File: src/rtl/cnn_pkg.sv
// cnn_pkg: constants and types shared by the dense layer and its argmax stage
package cnn_pkg;
   localparam int NC      = 9;
   localparam int SCORE_W = 8;
   localparam int IDX_W   = 4;
   typedef logic signed [SCORE_W-1:0] score_t;
   typedef enum logic [1:0] {IDLE, SCAN, POST} state_t;
endpackage

File: src/rtl/argmax_cmp.sv
// argmax_cmp: signed strict-greater compare-and-select of a candidate against the running best
module argmax_cmp #(
   parameter int SCORE_W = cnn_pkg::SCORE_W,
   parameter int IDX_W   = cnn_pkg::IDX_W
) (
   input  logic signed [SCORE_W-1:0] best,
   input  logic        [IDX_W-1:0]   best_idx,
   input  logic signed [SCORE_W-1:0] cand,
   input  logic        [IDX_W-1:0]   cand_idx,
   output logic signed [SCORE_W-1:0] sel_score,
   output logic        [IDX_W-1:0]   sel_idx
);
   // Strict compare keeps the earlier (lower) index on ties
   logic w_gt;
   assign w_gt      = cand > best;
   assign sel_score = w_gt ? cand : best;
   assign sel_idx   = w_gt ? cand_idx : best_idx;
endmodule

File: src/rtl/dense_argmax.sv
// dense_argmax: snapshots the dense layer's class scores on a start edge and
// scans them one per cycle to post the winning class index and score.
module dense_argmax #(
   parameter int NC      = cnn_pkg::NC,
   parameter int SCORE_W = cnn_pkg::SCORE_W,
   parameter int IDX_W   = cnn_pkg::IDX_W
) (
   input  logic                      clk,
   input  logic                      rst,
   input  logic                      start,
   input  logic signed [SCORE_W-1:0] scores [0:NC],
   input  logic                      clear,
   output logic                      busy,
   output logic                      valid,
   output logic                      done,
   output logic        [IDX_W-1:0]   class_idx,
   output logic signed [SCORE_W-1:0] max_score
);
   import cnn_pkg::*;
   localparam logic [IDX_W-1:0] LAST = IDX_W'(NC);

   state_t                    r_state, w_next;
   logic                      r_start_q, r_busy, r_valid, r_done;
   logic signed [SCORE_W-1:0] r_snap [0:NC];
   logic signed [SCORE_W-1:0] r_best, r_max, w_best;
   logic        [IDX_W-1:0]   r_best_idx, r_cnt, r_idx, w_best_idx;
   logic                      w_start_edge;

   assign w_start_edge = start & ~r_start_q;

   argmax_cmp #(.SCORE_W(SCORE_W), .IDX_W(IDX_W)) u_cmp (
      .best     (r_best),
      .best_idx (r_best_idx),
      .cand     (r_snap[r_cnt]),
      .cand_idx (r_cnt),
      .sel_score(w_best),
      .sel_idx  (w_best_idx)
   );

   always_ff @(posedge clk or negedge rst)
      if (!rst) r_state <= IDLE;
      else      r_state <= w_next;

   always_comb begin
      w_next = r_state;
      case (r_state)
         IDLE:    w_next = w_start_edge ? SCAN : IDLE;
         SCAN:    w_next = (r_cnt == LAST) ? POST : SCAN;
         default: w_next = IDLE;
      endcase
   end

   always_ff @(posedge clk or negedge rst) begin
      if (!rst) begin
         r_start_q  <= 1'b0;
         r_busy     <= 1'b0;
         r_valid    <= 1'b0;
         r_done     <= 1'b0;
         r_best     <= '0;
         r_best_idx <= '0;
         r_cnt      <= '0;
         r_idx      <= '0;
         r_max      <= '0;
         for (int i = 0; i <= NC; i++) r_snap[i] <= '0;
      end else begin
         r_start_q <= start;
         r_done    <= 1'b0;
         if (clear) r_valid <= 1'b0;
         case (r_state)
            IDLE: if (w_start_edge) begin
               for (int i = 0; i <= NC; i++) r_snap[i] <= scores[i];
               r_best     <= scores[0];
               r_best_idx <= '0;
               r_cnt      <= IDX_W'(1);
               r_busy     <= 1'b1;
               r_valid    <= 1'b0;
            end
            SCAN: begin
               r_best     <= w_best;
               r_best_idx <= w_best_idx;
               if (r_cnt != LAST) r_cnt <= r_cnt + 1'b1;
            end
            default: begin
               // Posting wins over a simultaneous clear
               r_idx   <= r_best_idx;
               r_max   <= r_best;
               r_valid <= 1'b1;
               r_done  <= 1'b1;
               r_busy  <= 1'b0;
            end
         endcase
      end
   end

   assign busy      = r_busy;
   assign valid     = r_valid;
   assign done      = r_done;
   assign class_idx = r_idx;
   assign max_score = r_max;
endmodule
File: config.mk
export PLATFORM = sky130hd
export DESIGN_NAME = dense_argmax
export DESIGN_NICKNAME = d
export VERILOG_FILES = /design/src/rtl/cnn_pkg.sv /design/src/rtl/argmax_cmp.sv /design/src/rtl/dense_argmax.sv
export SDC_FILE = /design/constraint.sdc
export NUM_CORES = 1
export LEC_CHECK = 0
export ABC_AREA = 1
export BUFFER_PORTS_ARGS = -buffer_cell sky130_fd_sc_hd__buf_2
export CAP_MARGIN = 15
export CORE_MARGIN = 2
export CORE_UTILIZATION = 45
export CTS_BUF_LIST = sky130_fd_sc_hd__clkbuf_16
export CTS_CLUSTER_SIZE = 24
export DETAILED_ROUTE_END_ITERATION = 7
export PLACE_DENSITY = 0.75
export SKIP_LAST_GASP = 1
export SYNTH_ARGS = -nofsm -noshare
export SYNTH_HDL_FRONTEND = slang
export SYNTH_SLANG_ARGS = --single-unit
File: constraint.sdc
create_clock -name clk -period 2.21 [get_ports clk]
set_input_delay 0.3315 -clock clk [delete_from_list [all_inputs] [get_ports clk]]
set_output_delay 0.3315 -clock clk [all_outputs]
set_load 0.1 [all_outputs]
==> impl_summary.txt, run 1 <==
----------------------------------------------------
[Run status]
  Outcome ... complete, but fails checks
  Failing checks ... setup timing

[Final layout]
  Layout cells sized above 1 ... 30.3%
  Post-layout instance count excluding filler cells ... 1028
  Inserted Diodes ... 0
  Leading cell type in the layout, fill and taps excluded ... nand2_1
  Commonest cells after routing, fill and taps aside ... nand2_1 (271), dfrtp_1 (113), buf_2 (97), inv_1 (73), o21ai_1 (56)
  Fillers ... 1043
  Synth-to-layout area growth ... 33.4%
  Number of nets in the layout ... 941

[Logic synthesis]
  Mean cell area of the mapped netlist ... 7.79 um2
  Synthesis-stage register bit count ... 114
  Warnings, synthesis ... 0
  Number of enable-type register cells in the synthesized netlist ... 0
  Dominant cells by area after synthesis ... dfrtp_1 (51%), nand2_1 (19%), nand3_1 (5.7%), o21ai_1 (5.0%), inv_1 (4.8%)
  Cell accounting for the most synthesized area ... dfrtp_1
  Count of cell types in the netlist ... 27
  Share of async-settable or async-resettable flops after synthesis ... 100%
  Number of nets in the synthesized netlist ... 818
  Top_reg_cell synth ... dfrtp_1
  Netlist area before placement ... 0.00564 mm2
  Synthesized instance count ... 724
  Portion of the post-synthesis area used by sequential elements ... 50.6%
  Area share of the leading cell type in the synthesized netlist ... 50.6%

[Placement]
  Number of cells in the design after placement ... 983
  DP Wirelength ... 9.89 mm
  Final estimated routing congestion in global placement ... 0.863
  Count of input and output buffers ... 98

[STA]
  Worst-case setup margin in the final layout ... -0.423 ns
  Slew Limit Headroom ... 63.8%
  Finish-stage setup viols ... 12
  Hold_ws ... 0.0458 ns
  Final Hold Viols ... 0
  Setup repair after global routing missed its margin ... true
  Number of pins with negative max-slew slack in the final report ... 0
  Fin crit period ... 2.63 ns
  FMAX ... 380 MHz
  Skew final ... 0.00923 ns
  Share of the cycle needed by the critical path after routing ... 119%
  Slew @ Worst Pin ... 0.543 ns
  Setup_tns ... -4.98 ns

[Floorplan]
  Initial standard-cell utilization of the core ... 46.6%
  Number of I/O pins ... 99
  Die Width ... 116 um
  Vertical extent of the die ... 116 um
  Std cell rows ... 40
  Area of the placeable core ... 0.0121 mm2
  Die Area ... 0.0134 mm2

[Setup path]
  CP bufs+invs ... 3
  Crit path launch type ... register
  CP Data Arrival Time ... 2.93 ns
  Crit Path Max Fanout ... 6
  Category of the worst setup path capture point ... register
  Type of the setup path with the least slack ... register to register
  Critical path's top delay family ... simple AND/OR/NAND/NOR gates
  Required @ worst endpoint ... 2.50 ns
  Crit path depth ... 19
  Crit Reg-Reg Startpoint ... r_cnt[0]$_DFFE_PN0P_
  Setup slack of the most critical reg-to-reg path ... -0.42 ns
  Startpoint of the most critical setup path ... r_cnt[0]$_DFFE_PN0P_
  CP cell instances ... buf_6 > buf_12 > nand2_1 > nand3_1 > nand3_1 > nand3_2 > nand2_2 > ha_4 > nand2_1 > nand2_1 > nand2_1 > nand2_1 > nand2_2 > nand2_2 > nand2_2 > nand3_4 > buf_6 > nand3_1 > nand2_1
  Number of cells on the worst reg-to-reg path ... 19
  Max stage delay on crit path ... 0.50 ns
  Max stage delay cell, worst path ... dfrtp_4
  Most prevalent standard cell on the critical path ... nand2_1

[Worst hold path]
  Critical hold path startpoint ... start
  Hold Path Stages ... 1
  Worst min-delay path category ... input port to register

[Power and ir drop]
  Cell area power density ... 1950 mW/mm2
  Leakage ... 0.00396 uW
  Switching power as a share of total power ... 45.2%
  Reported net switching power ... 6630 uW
  Clock network power share ... 19.0%
  Internal power ... 8040 uW
  Sum of internal, switching and leakage power ... 14700 uW
  Part of the power in combinational logic ... 56.7%
  Worst IR drop on VDD ... 0.977 mV
  Sequential fraction of design power ... 24.3%

[Routing]
  Routed vias ... 5225
  Per-cell via count in the routed design ... 5.08
  Detailed router's first-iteration violation count ... 511
  Post-detailed-routing wire length ... 15.5 mm
  DRC errors left ... 0
  First drt pass iteration count ... 7
  Final ANT Viol Nets ... 0
  Drt wl/cell ... 15.1 um

[Global routing]
  Via count of the first global-routing pass ... 4749
  Largest net degree at the start of global routing ... 51
  Number of antenna violations at the first check in global routing ... 0
  Aggregate global routing overflow ... 0
  Global routing usage summed across all routing layers ... 22.0%
  Wire length of the first global-routing pass ... 22.9 mm

[CTS]
  Bufs on Longest Clock Path ... 2
  Clock tree sinks ... 114
  CTS H-Tree Depth ... 4
  TritonCTS clock tree ... built
  Clock root buffer master ... clkbuf_16
  Clock Latency Late Sink ... 0.41 ns
  Clock transition at path regs ... 0.06 ns
  TritonCTS Buffers ... 17

[Job]
  Max Cap Violations ... 0

----------------------------------------------------
## repair_timing
| action | CTS | global route |
|---|---|---|
| hold endpoints to repair | 36 | 0 |
| setup endpoints to repair | 12 | 12 |
| pin swaps | 3 | 31 |
| gates resized for setup | 11 | 76 |
| buffers inserted | 0 | 5 |
| hold buffers | 1 | 0 |
| cloned | 0 | 7 |
## cells in the mapped netlist (2+ instances only)
master,number
nand3_1,64
o21ai_1,56
nand2_2,12
ha_1,10
inv_2,6
buf_1,3
nand2_1,286
inv_1,72
clkbuf_1,3
a21oi_1,10
o21ai_0,4
buf_2,20
nor2_1,34
buf_6,6
nor2_2,2
buf_4,8
dfrtp_1,114
mux2_2,5
## logic make-up (layout without fill, tap and decap cells)
group	after synthesis	after routing	synth area share, %
xor gates and xnor gates	1	1	0.155
AOI/OAI and AO/OA	73	73	6.65
buffers and inverters	120	255	10.1
and+or+nand+nor	401	402	29.3
DFF	114	114	50.6
muxes	5	5	0.998
adders and majority gates	10	10	2.22
## power groups by stage
| stage | Sequential [uW] | Clock (uW) | Combinational, uW |
|---|---|---|---|
| finish | 3570 | 2790 | 8320 |
| global route | 3670 | 2910 | 9030 |
| CTS | 3520 | 2800 | 6540 |
| detailed placement | 3530 | 0 | 6340 |
| global placement | 3490 | 0 | 6190 |
| floorplan | 4280 | 0 | 4180 |
## worst paths after layout
path                                                  end
worst max-delay path            r_best_idx[0]$_DFFE_PN0P_
worst min-delay path                  r_start_q$_DFF_PN0_
worst max register to register  r_best_idx[0]$_DFFE_PN0P_
worst min register to register      r_snap[9]$_DFFE_PN0P_
max in group asynchronous           r_snap[4]$_DFFE_PN0P_
min in group asynchronous          r_snap[19]$_DFFE_PN0P_
## sequential cells by signal, indices dropped and copies added (netlist names)
name and cells:
r_state 2, r_start_q 1, class_idx 4, busy 1, done 1, max_score 8
r_best 8, r_cnt 4, valid 1, r_best_idx 4, r_snap 80
## per-layer routing
metal | wire length [um] | global-route usage (%) | vias to the layer above
li1 | - | - | 2490
met4 | 505 | 8.25 | 0
met1 | 6580 | 30.4 | 2437
met3 | 1090 | 4.55 | 51
met2 | 7360 | 34.5 | 247
met5 | 0 | 0 | -
## through the flow
step	util, %	cell area (um2)	setup WS (ns)
3_3_place_gp	52.7	6380	-0.205
5_1_grt	62.1	7520	-0.524
3_5_place_dp	52.7	6380	-0.272
4_1_cts	58.1	7040	-0.164
6_report	62.1	7520	-0.423
2_1_floorplan	-	5650	0.0167
## area by class of cell
type                       instances  area, um2  area share (%)
timing repair buffer             142        978            13.0
tap                              168        210            2.79
multi-input combinational        491       2550            33.9
sequential                       114       2860            38.0
clock inverter                    15        174            2.31
inverter                          79        314            4.17
clock buffer                      17        425            5.65
timing repair inverter             2       17.5           0.233
Power figures use the tool's default switching activity.
==> inputs of run 2 (changes only) <==
--- a/config.mk
+++ b/config.mk
@@ -5,7 +5,6 @@
 export SDC_FILE = /design/constraint.sdc
 export NUM_CORES = 1
 export LEC_CHECK = 0
-export ABC_AREA = 1
 export BUFFER_PORTS_ARGS = -buffer_cell sky130_fd_sc_hd__buf_2
 export CAP_MARGIN = 15
 export CORE_MARGIN = 2
==> run 2 against run 1 <==
Effect of this change: the run still ends with setup timing left; cell count fell by 17%; sequential share of layout area rose by 3.3 points; sequential cell count is the same; via count decreased by 19%; final area fell by 8.1%; core utilization down 4.3 points; setup slack got worse by 0.13 ns; sequential power rose by 3%; synthesized area fell by 2.4%; clock skew about the same.
==> impl_summary.txt, run 2 <==
----------------------------------------------------
[Setup path]
  CP Data Arrival Time ... 3.06 ns (was 2.93 ns)
  CP cell instances ... buf_6 > buf_16 > mux2i_2 > a221oi_2 > nand2_1 > o21ai_1 > ha_1 > a21oi_2 > o221ai_2 > o2111ai_4 > nand2_8 > mux2_4 (was buf_6 > buf_12 > nand2_1 > nand3_1 > nand3_1 > nand3_2 > nand2_2 > ha_4 > nand2_1 > nand2_1 > nand2_1 > nand2_1 > nand2_2 > nand2_2 > nand2_2 > nand3_4 > buf_6 > nand3_1 > nand2_1)
  Worst reg2reg path endpoint ... r_best[3]$_DFFE_PN0P_ (was r_best_idx[0]$_DFFE_PN0P_)
  Category of the worst setup path capture point ... register (unchanged)
  Crit Path Max Fanout ... 11 (was 6)
  CP bufs+invs ... 2 (was 3)
  Crit Reg-Reg Startpoint ... r_cnt[0]$_DFFE_PN0P_ (unchanged)
  Max stage delay cell, worst path ... dfrtp_2 (was dfrtp_4)
  Number of cells on the worst reg-to-reg path ... 12 (was 19)
  Setup slack of the most critical reg-to-reg path ... -0.55 ns (was -0.42 ns)
  Required @ worst endpoint ... 2.50 ns (about the same)
  Critical path's top delay family ... compound AO/OA/AOI/OAI gates (was simple AND/OR/NAND/NOR gates)
  Crit path depth ... 12 (was 19)
  Max stage delay on crit path ... 0.42 ns (was 0.50 ns)
  Type of the setup path with the least slack ... register to register (unchanged)
  Crit path launch type ... register (unchanged)

[Routing]
  Per-cell via count in the routed design ... 4.97 (was 5.08)
  Drt wl/cell ... 15.0 um (was 15.1 um)
  Routed vias ... 4256 (was 5225)
  Post-detailed-routing wire length ... 12.9 mm (was 15.5 mm)
  Final ANT Viol Nets ... 0 (unchanged)
  Detailed router's first-iteration violation count ... 218 (was 511)
  First drt pass iteration count ... 4 (was 7)
  DRC errors left ... 0 (unchanged)

[Logic synthesis]
  Netlist area before placement ... 0.00551 mm2 (was 0.00564 mm2)
  Portion of the post-synthesis area used by sequential elements ... 51.8% (was 50.6%)
  Cell accounting for the most synthesized area ... dfrtp_1 (unchanged)
  Area share of the leading cell type in the synthesized netlist ... 51.8% (was 50.6%)
  Commonest cells in the netlist ... nand2_1 (257), dfrtp_1 (114), mux2i_1 (40) (was nand2_1 (286), dfrtp_1 (114), inv_1 (72))
  Top_reg_cell synth ... dfrtp_1 (unchanged)
  Synthesis-stage register bit count ... 114 (unchanged)
  Count of cell types in the netlist ... 39 (was 27)
  Share of async-settable or async-resettable flops after synthesis ... 100% (unchanged)
  Warnings, synthesis ... 0 (unchanged)
  Number of enable-type register cells in the synthesized netlist ... 0 (unchanged)
  Synthesized instance count ... 581 (was 724)
  Top-count cell post-synth ... nand2_1 (unchanged)
  Number of nets in the synthesized netlist ... 675 (was 818)
  Mean cell area of the mapped netlist ... 9.48 um2 (was 7.79 um2)
  Dominant cells by area after synthesis ... dfrtp_1 (52%), nand2_1 (18%), mux2i_1 (7.3%), mux2_2 (2.5%), ha_1 (2.3%) (was dfrtp_1 (51%), nand2_1 (19%), nand3_1 (5.7%), o21ai_1 (5.0%), inv_1 (4.8%))

[STA]
  Slew Limit Headroom ... 67.4% (was 63.8%)
  Setup repair after global routing missed its margin ... true (unchanged)
  Hold_ws ... 0.0494 ns (was 0.0458 ns)
  Number of pins with negative max-slew slack in the final report ... 0 (unchanged)
  Slew @ Worst Pin ... 0.488 ns (was 0.543 ns)
  Finish-stage setup viols ... 12 (unchanged)
  Share of the cycle needed by the critical path after routing ... 125% (was 119%)
  Skew final ... 0.00963 ns (was 0.00923 ns)
  FMAX ... 362 MHz (was 380 MHz)
  Fin crit period ... 2.76 ns (was 2.63 ns)
  Setup_tns ... -6.20 ns (was -4.98 ns)
  Final Hold Viols ... 0 (unchanged)
  Worst-case setup margin in the final layout ... -0.553 ns (was -0.423 ns)

[Floorplan]
  Number of I/O pins ... 99 (unchanged)
  Vertical extent of the die ... 115 um (was 116 um)
  Die Width ... 115 um (was 116 um)
  Initial standard-cell utilization of the core ... 46.0% (was 46.6%)
  Std cell rows ... 40 (unchanged)
  Area of the placeable core ... 0.0120 mm2 (was 0.0121 mm2)
  Die Area ... 0.0131 mm2 (was 0.0134 mm2)

[CTS]
  TritonCTS clock tree ... built (unchanged)
  Clock transition at path regs ... 0.05 ns (was 0.06 ns)
  Clock root buffer master ... clkbuf_16 (unchanged)
  TritonCTS Buffers ... 17 (unchanged)
  Clock tree sinks ... 114 (unchanged)
  Bufs on Longest Clock Path ... 2 (unchanged)
  CTS H-Tree Depth ... 4 (unchanged)
  Clock Latency Late Sink ... 0.42 ns (was 0.41 ns)

[Placement]
  Final estimated routing congestion in global placement ... 0.832 (was 0.863)
  DP Wirelength ... 9.18 mm (was 9.89 mm)
  Count of input and output buffers ... 98 (unchanged)

[Worst hold path]
  Hold Path Stages ... 1 (unchanged)
  Critical hold path startpoint ... start (unchanged)
  Capture endpoint of the worst hold path ... r_start_q$_DFF_PN0_ (unchanged)
  Worst min-delay path category ... input port to register (unchanged)

[Final layout]
  Fillers ... 1072 (was 1043)
  Number of nets in the layout ... 791 (was 941)
  Max FFs per register ... 80 (unchanged)
  Synth-to-layout area growth ... 25.6% (was 33.4%)
  Leading cell type in the layout, fill and taps excluded ... nand2_1 (unchanged)
  Reg with most FFs ... r_snap (unchanged)
  Inserted Diodes ... 0 (unchanged)
  Layout cells sized above 1 ... 30.0% (was 30.3%)
  Commonest cells after routing, fill and taps aside ... nand2_1 (257), dfrtp_1 (112), buf_2 (97), mux2i_1 (34), buf_4 (32) (was nand2_1 (271), dfrtp_1 (113), buf_2 (97), inv_1 (73), o21ai_1 (56))

[Global routing]
  Aggregate global routing overflow ... 0 (unchanged)
  Wire length of the first global-routing pass ... 21.7 mm (was 22.9 mm)
  Global routing usage summed across all routing layers ... 21.6% (was 22.0%)
  Largest net degree at the start of global routing ... 84 (was 51)
  Number of antenna violations at the first check in global routing ... 0 (unchanged)
  Via count of the first global-routing pass ... 4430 (was 4749)

[Run status]
  Outcome ... complete, but fails checks (unchanged)
  Failing checks ... setup timing (unchanged)

[Job]
  Max Cap Violations ... 0 (unchanged)

[Power and ir drop]
  Worst IR drop on VDD ... 0.878 mV (was 0.977 mV)
  Cell area power density ... 1770 mW/mm2 (was 1950 mW/mm2)
  Leakage ... 0.00370 uW (was 0.00396 uW)

----------------------------------------------------
[run 2: timing repair]
action                                  4_1_cts  5_1_grt
hold endpoints to repair                     29        0
hold buffers                                  1        0
gates resized for setup                      11        6
pin swaps                                     4       16
endpoints found under the setup margin       12       12
buffers inserted                              0        5
cloned                                        1        0
[run 2: cells by family after synthesis]
kind of cell,Yosys count,share of synthesized area (%)
xor+xnor,1,0.159
buf+inv,50,5.36
simple gates,293,21.9
compound gates,51,6.18
mux,62,12.3
fa+ha+maj,10,2.27
flops,114,51.8
[run 2: worst reg2reg max path, cell delays in order, from the launching register on]
cell       delay (ns)
dfrtp_2          0.42
buf_6            0.13
buf_16           0.14
mux2i_2          0.16
a221oi_2         0.27
nand2_1          0.13
o21ai_1          0.10
ha_1             0.26
a21oi_2          0.16
o221ai_2         0.13
o2111ai_4        0.29
nand2_8          0.13
mux2_4           0.31
[run 2: final cells by class]
cell class                 instances  area (um2)  share of cell area, %
sequential                       114        2860                   41.3
multi-input combinational        417        2480                   35.8
timing repair buffer             135         826                   11.9
clock buffer                      17         425                   6.15
tap                              147         184                   2.66
clock inverter                    15         103                   1.48
inverter                          12        45.0                  0.651
[run 2: per-layer routing]
layer / GRT usage [%] / wire length (um) / vias to the layer above / share of wire, %
met5: 0 / 0 / - / 0
met4: 7.32 / 182 / 0 / 1.4
met3: 5.77 / 533 / 17 / 4.1
met2: 33.8 / 5960 / 92 / 46
met1: 29.3 / 6180 / 2012 / 48
li1: - / - / 2135 / -
[run 2: worst max-delay path by stage]
stage	from	to
global placement	r_cnt[0]$_DFFE_PN0P_	r_best[4]$_DFFE_PN0P_
finish	r_cnt[0]$_DFFE_PN0P_	r_best[3]$_DFFE_PN0P_
floorplan	r_cnt[1]$_DFFE_PN0P_	r_best[0]$_DFFE_PN0P_
detailed placement	r_cnt[0]$_DFFE_PN0P_	r_best[7]$_DFFE_PN0P_
global route	r_cnt[0]$_DFFE_PN0P_	r_best[6]$_DFFE_PN0P_
CTS	r_cnt[0]$_DFFE_PN0P_	r_best[6]$_DFFE_PN0P_
[run 2: where the power goes]
group,switching (uW),internal [uW]
combinational,3580,2580
clock,922,1500
sequential,610,3060
[run 2: per-stage QoR]
stage          worst slack, ns  cells  area, um2  util (%)  power (uW)
6_report                -0.553    857       6920      57.8       12300
5_1_grt                 -0.707    857       6920      57.8       13100
4_1_cts                 -0.543    853       6880      57.5       12200
3_5_place_dp            -0.590    819       6260      52.3        9510
3_3_place_gp            -0.581    819       6260      52.3        9400
2_1_floorplan           -0.405    581       5600         -        8110
==> inputs of run 3 (changes only) <==
--- a/config.mk
+++ b/config.mk
@@ -12,7 +12,7 @@
 export CTS_BUF_LIST = sky130_fd_sc_hd__clkbuf_16
 export CTS_CLUSTER_SIZE = 24
 export DETAILED_ROUTE_END_ITERATION = 7
-export PLACE_DENSITY = 0.75
+export PLACE_DENSITY = 0.73
 export SKIP_LAST_GASP = 1
 export SYNTH_ARGS = -nofsm -noshare
 export SYNTH_HDL_FRONTEND = slang
==> constraint.sdc (replaced) <==
create_clock -name clk -period 2.88 [get_ports clk]
set_input_delay 0.432 -clock clk [delete_from_list [all_inputs] [get_ports clk]]
set_output_delay 0.432 -clock clk [all_outputs]
set_load 0.1 [all_outputs]
==> run 3 against run 2 <==
Effect of this change: the run now ends clean; clock-buffer cell count is the same; core utilization fell by 1.2 points; die area is the same; critical path type unchanged; critical endpoint is now r_best[2]$_DFFE_PN0P_.
==> impl_summary.txt, run 3 (same netlist as run 2, synthesis figures left out) <==
----------------------------------------------------
[Run status]
  Outcome ... completed (was complete, but fails checks)

[CTS]
  TritonCTS clock tree ... built (unchanged)
  Clock root buffer master ... clkbuf_16 (unchanged)
  Bufs on Longest Clock Path ... 2 (unchanged)
  Clock transition at path regs ... 0.05 ns (about the same)
  CTS H-Tree Depth ... 4 (unchanged)
  Clock Latency Late Sink ... 0.41 ns (was 0.42 ns)
  # Post-CTS Setup Buffers ... 0 (unchanged)
  Clock tree sinks ... 114 (unchanged)
  TritonCTS Buffers ... 17 (unchanged)

[Global routing]
  Wire length of the first global-routing pass ... 21.7 mm (about the same)
  Via count of the first global-routing pass ... 4384 (was 4430)
  Aggregate global routing overflow ... 0 (unchanged)
  Number of antenna violations at the first check in global routing ... 0 (unchanged)
  Largest net degree at the start of global routing ... 56 (was 84)
  Global routing usage summed across all routing layers ... 21.6% (about the same)

[Routing]
  Per-cell via count in the routed design ... 5.15 (was 4.97)
  First drt pass iteration count ... 6 (was 4)
  Post-detailed-routing wire length ... 13.5 mm (was 12.9 mm)
  Routed vias ... 4329 (was 4256)
  DRC errors left ... 0 (unchanged)
  Detailed router's first-iteration violation count ... 273 (was 218)
  Drt wl/cell ... 16.0 um (was 15.0 um)
  Final ANT Viol Nets ... 0 (unchanged)

[Setup path]
  Max stage delay on crit path ... 0.43 ns (was 0.42 ns)
  Category of the worst setup path capture point ... register (unchanged)
  Critical path's top delay family ... simple AND/OR/NAND/NOR gates (was compound AO/OA/AOI/OAI gates)
  Number of cells on the worst reg-to-reg path ... 11 (was 12)
  CP Data Arrival Time ... 3.09 ns (was 3.06 ns)
  Max stage delay cell, worst path ... or3_4 (was dfrtp_2)
  Required @ worst endpoint ... 3.17 ns (was 2.50 ns)
  CP cell instances ... buf_12 > mux2i_1 > a221oi_1 > nand2_1 > o21ai_0 > ha_1 > nand4_2 > or3_4 > o2111ai_4 > nand2_8 > mux2_4 (was buf_6 > buf_16 > mux2i_2 > a221oi_2 > nand2_1 > o21ai_1 > ha_1 > a21oi_2 > o221ai_2 > o2111ai_4 > nand2_8 > mux2_4)
  Crit path depth ... 11 (was 12)
  Crit Path Max Fanout ... 17 (was 11)
  CP bufs+invs ... 1 (was 2)
  Type of the setup path with the least slack ... register to register (unchanged)
  Crit path launch type ... register (unchanged)

[Placement]
  Final estimated routing congestion in global placement ... 0.859 (was 0.832)
  Count of input and output buffers ... 98 (unchanged)
  Number of cells in the design after placement ... 808 (was 819)
  DP Wirelength ... 9.56 mm (was 9.18 mm)
  Place WS ... -0.0573 ns (was -0.590 ns)

[STA]
  Slew Limit Headroom ... 57.4% (was 67.4%)
  FMAX ... 357 MHz (was 362 MHz)
  Skew final ... 0.00931 ns (was 0.00963 ns)
  Fin crit period ... 2.80 ns (was 2.76 ns)
  Number of pins with negative max-slew slack in the final report ... 0 (unchanged)
  Finish-stage setup viols ... 0 (was 12)
  Setup repair after global routing missed its margin ... true (unchanged)
  Hold_ws ... 0.172 ns (was 0.0494 ns)
  Final Hold Viols ... 0 (unchanged)
  Share of the cycle needed by the critical path after routing ... 97.2% (was 125%)
  Worst-case setup margin in the final layout ... 0.0805 ns (was -0.553 ns)
  Slew @ Worst Pin ... 0.639 ns (was 0.488 ns)

[Floorplan]
  Area of the placeable core ... 0.0120 mm2 (unchanged)
  Die Width ... 115 um (unchanged)
  Initial standard-cell utilization of the core ... 46.0% (unchanged)
  Number of I/O pins ... 99 (unchanged)
  Die Area ... 0.0131 mm2 (unchanged)
  Std cell rows ... 40 (unchanged)
  Vertical extent of the die ... 115 um (unchanged)

[Final layout]
  Commonest cells after routing, fill and taps aside ... nand2_1 (257), dfrtp_1 (112), buf_2 (97), mux2i_1 (37) (was nand2_1 (257), dfrtp_1 (112), buf_2 (97), mux2i_1 (34), buf_4 (32))
  Inserted Diodes ... 0 (unchanged)
  Leading cell type in the layout, fill and taps excluded ... nand2_1 (unchanged)
  Post-layout instance count excluding filler cells ... 841 (was 857)
  Max FFs per register ... 80 (unchanged)
  Synth-to-layout area growth ... 23.1% (was 25.6%)
  Reg with most FFs ... r_snap (unchanged)
  Layout cells sized above 1 ... 27.1% (was 30.0%)
  Number of nets in the layout ... 775 (was 791)

[Power and ir drop]
  Worst IR drop on VDD ... 0.529 mV (was 0.878 mV)
  Cell area power density ... 1370 mW/mm2 (was 1770 mW/mm2)
  Leakage ... 0.00364 uW (was 0.00370 uW)

[Worst hold path]
  Hold Path Stages ... 1 (unchanged)
  Worst min-delay path category ... input port to register (unchanged)

[Job]
  Max Cap Violations ... 0 (unchanged)

----------------------------------------------------
-- run 3: cell type report --
type | count | area [um2]
Inverter | 12 | 45.0
Clock buffer | 17 | 425
Tap cell | 147 | 184
Clock inverter | 15 | 149
Multi-Input combinational cell | 417 | 2430
Sequential cell | 114 | 2860
Fill cell | 1029 | 5180
Timing Repair Buffer | 119 | 686
-- run 3: path summary, 6_finish.rpt --
check	startpoint	to	slack, ns
setup / recovery	r_cnt[0]$_DFFE_PN0P_	r_best[2]$_DFFE_PN0P_	0.08
hold / removal	start	r_start_q$_DFF_PN0_	0.17
setup reg to reg	r_cnt[0]$_DFFE_PN0P_	r_best[2]$_DFFE_PN0P_	0.08
hold reg to reg	r_snap[72]$_DFFE_PN0P_	r_snap[72]$_DFFE_PN0P_	0.48
max in group asynchronous	rst	r_snap[63]$_DFFE_PN0P_	1.60
min in group asynchronous	rst	r_cnt[2]$_DFFE_PN0P_	0.51
-- run 3: power by group --
group	switching [uW]	leakage, uW	internal (uW)
Sequential	506	0.00142	2350
Clock	729	0.000283	1330
Combinational	2650	0.00193	1740
-- run 3: through the flow --
stage          cell area [um2]  utilization (%)  setup TNS (ns)  total power, uW
2_1_floorplan             5510                -               0             6020
6_report                  6780             56.7               0             9310
3_5_place_dp              6120             51.1          -0.425             7060
3_3_place_gp              6120             51.1               0             6970
4_1_cts                   6710             56.1               0             9170
5_1_grt                   6780             56.7         -0.0400             9890
-- run 3: metal layers --
layer  routed length [um]  global-route usage (%)  vias to the layer above
met5                    0                       0                        -
met4                  208                    7.64                        0
met3                  663                    5.29                       18
met2                 6280                    34.1                      134
met1                 6330                    29.2                     2070
li1                     -                       -                     2107
-- run 3: timing repair --
action	4_1_cts	5_1_grt
resized for setup	2	17
endpoints found under the setup margin	8	12
pin swaps	0	5
hold endpoints to repair	30	0
hold buffers	1	0
